$ cat config.mk
export PLATFORM = sky130hd
export DESIGN_NAME = register_64
export DESIGN_NICKNAME = d
export VERILOG_FILES = /design/src/rtl/register_64.sv
export SDC_FILE = /design/constraint.sdc
export NUM_CORES = 1
export LEC_CHECK = 0
export ABC_AREA = 1
export CAP_MARGIN = 10
export CORE_MARGIN = 2
export CORE_UTILIZATION = 40
export DETAILED_ROUTE_END_ITERATION = 7
export PLACE_DENSITY_LB_ADDON = 0.12
export SYNTH_ARGS = -nofsm -noshare
export SYNTH_HDL_FRONTEND = slang
export SYNTH_SLANG_ARGS = --single-unit
$ cat constraint.sdc
create_clock -name clk -period 0.9 [get_ports clk]
set_input_delay 0.18 -clock clk [delete_from_list [all_inputs] [get_ports clk]]
set_output_delay 0.18 -clock clk [all_outputs]
set_load 0.005 [all_outputs]
$ cat src/rtl/register_64.sv
// Width-parameterised register: per-bit enable mux into a sync-clear DFF.
// REGISTER_64_GATE_DELAY_EN adds #DELAY to every internal mux gate.
`timescale 1ns/10ps
module register_64 #(
  parameter int  WIDTH = 64,
  parameter real DELAY = 0.05
) (
  input  logic             clk,
  input  logic             reset,
  input  logic             en,
  input  logic [WIDTH-1:0] d,
  output logic [WIDTH-1:0] q
);

  if (WIDTH < 1 || DELAY < 0.0) begin : g_bad_cfg
    $error("register_64: WIDTH must be > 0 and DELAY >= 0");
  end

  logic en_n;
`ifdef REGISTER_64_GATE_DELAY_EN
  assign #(DELAY) en_n = ~en;
`else
  assign en_n = ~en;
`endif

  for (genvar i = 0; i < WIDTH; i++) begin : g_bit
    logic hold;
    logic load;
    logic nxt;

`ifdef REGISTER_64_GATE_DELAY_EN
    assign #(DELAY) hold = q[i] & en_n;
    assign #(DELAY) load = d[i] & en;
    assign #(DELAY) nxt  = hold | load;
`else
    assign hold = q[i] & en_n;
    assign load = d[i] & en;
    assign nxt  = hold | load;
`endif

    // Ternary keeps an unknown reset visible as X rather than picking a branch.
    always_ff @(posedge clk) begin
      q[i] <= reset ? nxt : 1'b0;
    end
  end

endmodule

# --- Word level (Yosys, flattened, before mapping) ---
# Cells that the tools add are included.
totals:
  elab_cells: 257
  out_inout_bits: 64
  reg_bits: 64
  inputBits: 67
classes:
  bitwise: 193
ops:
  columns: ["cell", "count"]
  rows:
  - ["1-bit bitwise AND", 128]
  - ["1-bit bitwise OR", 64]
  - ["1-bit NOT", 1]

# --- Depth between registers and ports, before layout ---
# Gate-level depths: netlist (run 1).
logic_depth:
  word_depth: 3
  ltp_mapped: 5
  mapped_depth_nobuf: 4

# --- Least setup slack after synthesis (run 1) ---
# Ideal clock, no wire load.
synth_timing:
  path_type: "input to register"
  startpoint: "input en"
  endpoint: "register with a tool-made name"
  arrival_ns: 0.594
  setup_slack_ns: 0.194
  required_ns: 0.787
  path_buffers: 2
  setup_time_ns: 0.113
  path_stages: 5
  cell_sequence: "buf_6 -> buf_4 -> nand2_1 -> nand2_1 -> nor2_1"
synth_rtl:
  columns: ["item", "line", "source"]
  rows:
  - ["start, declared", "10", "input logic en,"]

==> impl_metrics.py, run 1 <==
metrics = {
    "worst_setup_path": {
        "cp-endpoint": "q[39]",
        "cp-end-kind": "primary output",
        "cp.arrival_ps": 770,
        "reg2reg_depth": 3,
        "worst-path-max-fanout": 2,
        "critical_path.slowest_cell": "dfxtp_2",
        "crit_chain": "buf_2",
        "worst-path-buf-inv": 1,
        "crit_cells": 1,
        "start_kind": "flop",
        "required_ps": 720,
        "critPathKind": "reg2out",
        "r2r_slack_ps": 230,
        "cpPeakStageDelay_ps": 320,
        "cpLargestDelayFamily": "flip-flops",
    },
    "sta": {
        "min_period_ps": 945,
        "maxSlewHeadroom_pct": 85.7,
        "fin_ws_ps": -45.3,
        "hold_viol": 0,
        "grt_setup_unrepaired": "true",
        "drv_slew": 0,
        "finalCritPeriodShare_pct": 105,
        "skew_ps": 0,
        "setup_viol": 64,
        "worstMarginPinSlew_ps": 214,
        "hold_slack_ps": 162,
        "clock.fmax_ghz": 1.06,
    },
    "drt": {
        "route.detailed.drc": 0,
        "drt_wl_total_mm": 6.24,
        "via_count": 2542,
        "wl_per_cell_um": 10.2,
        "drt.antenna.violating_nets": 0,
        "drtIter0Drc": 53,
        "vias_per_cell": 4.15,
        "drt_pass1_iterations": 4,
    },
    "clock_tree": {
        "cts.sinks": 64,
        "cts_root_buf": "clkbuf_8",
        "h-tree-depth": 3,
        "cts_tree": "yes",
        "path_clk_slew_ps": 70,
        "clock_latency_ps": 320,
        "clk_path_buf_depth": 2,
        "hold_buffers": 0,
        "cts_inserted_buffers": 9,
    },
    "synth": {
        "synth_seq_area_share_pct": 48.0,
        "syn_avg_cell_area_sq_um": 6.59,
        "ys_ff_latch": 64,
        "synth_warnings": 0,
        "yosysUniqueCellTypes": 7,
        "syn-instance-count": 405,
        "syn_area_sq_mm": 0.00267,
        "synth_nets": 472,
    },
    "flow_run": {
        "cap_violations": 0,
    },
    "global_routing": {
        "grt_pass1_vias": 2367,
        "grt-ovfl-total": 0,
        "grt_pass1_wl_mm": 10.3,
        "grt_max_degree": 54,
        "antenna_found_initial": 0,
        "grtUsageTotal_pct": 17.5,
    },
    "final_layout": {
        "drive_above_1_share_pct": 28.2,
        "finalNetCount": 599,
        "area_growth_pct": 54.3,
        "insertedDiodeCount": 0,
        "ff_latch_area_sq_mm": 0.00136,
        "fillers": 587,
        "multi_input_area_sq_um": 961,
        "layout_common_cells": "nor2_1 (128), nand2_1 (128), inv_1 (64), dfxtp_2 (64), clkdlybuf4s50_1 (64)",
    },
    "power_and_ir_drop": {
        "totalPowerFinal_mw": 6.51,
        "pwr-share-seq_pct": 48.9,
        "power_density_mw_per_mm2": 1580,
        "intPower_mw": 4.89,
        "power.leakage_nw": 2.24,
        "p_comb_share_pct": 17.9,
        "peakVddDrop_v": 0.00115,
        "p_switching_mw": 1.62,
        "swShare_pct": 24.9,
        "pwr-share-clk_pct": 33.3,
    },
    "die": {
        "dieWidth_um": 85.7,
        "io_pins": 131,
        "start_util_pct": 41.8,
        "die_h_um": 85.7,
        "row_count": 29,
        "die-area_sq_mm": 0.00734,
        "core_sq_mm": 0.00639,
    },
    "run_status": {
        "status": "finished, violations left",
        "violations": "negative setup slack",
    },
    "worst_hold_path": {
        "hold_path_class": "in2reg",
    },
    "place": {
        "post-dp-hpwl_mm": 4.25,
        "io_buffers": 130,
        "gp_congestion": 0.721,
    },
}
[synth_stat cells]
cell     instances  share of area [%]
nor2_1         128                 18
nand2_1        128                 18
dfxtp_1         64                 48
buf_6           12                5.1
buf_4            3               0.84
buf_2            6                1.1
inv_1           64                9.0
[power by group through the flow]
stage	Sequential (mW)	Clock, mW	Combinational, mW
floorplan	3.21	0	0.497
global placement	3.18	0	1.23
detailed placement	3.19	0	1.24
CTS	3.18	2.25	1.15
global route	3.20	2.36	1.31
finish	3.18	2.17	1.16
[cells by family (layout without fill, tap and decap cells)]
logic type	after synthesis	after routing	share of synthesized area [%]
buffers and inverters	85	216	16.0
and+or+nand+nor	256	256	36.0
DFF	64	64	48.0
[timing repair]
action | in CTS | in global routing
setup endpoints to repair | 64 | 64
resized for setup | 345 | 9
setup buffers | 0 | 1
[worst min-delay path, stage by stage]
cell,delay (ps)
buf_4,130
nor2_1,50
nor2_1,90
[layer usage]
metal | GRT usage (%) | share of wire (%) | vias to the layer above
met5 | 0 | 0 | -
met4 | 7.65 | 1.5 | 0
met3 | 6.26 | 9.3 | 9
met2 | 29.7 | 45 | 76
met1 | 19.7 | 44 | 1069
li1 | - | - | 1388
[stage by stage]
step           TNS (ps)  cells  worst slack (ps)  instance area, sq um  utilization (%)
6_report          -2320    613             -45.3                  4120             64.5
5_1_grt           -4520    613             -83.4                  4120             64.5
4_1_cts           -3550    612             -69.7                  4060             63.5
3_5_place_dp      -6590    597              -118                  3970             62.1
3_3_place_gp      -5870    597              -118                  3970             62.1
2_1_floorplan         0    405               194                  2670                -
[cell type report]
class	count	share of cell area, %
clock buffers	12	3.77
clock inverters	3	0.425
inverters	64	5.83
multi-input cells	256	23.3
flip-flops and latches	64	33.0
well taps	77	2.34
repair buffers	137	31.3
[how the worst min path moves through the flow]
stage	slack (ps)	start	cells past startpoint	endpoint
floorplan	370	d[63]	4	flop
global placement	460	flop	2	flop
detailed placement	460	flop	2	flop
CTS	150	en	3	flop
global route	180	en	3	flop
finish	160	en	3	flop
No activity file was read; power rests on OpenSTA's default activity.
==> inputs of run 2 (changes only) <==
- SLEW_MARGIN: not set -> 20
==> results of run 2 <==
No change in the layout: final DEF, timing and power equal those of run 1.
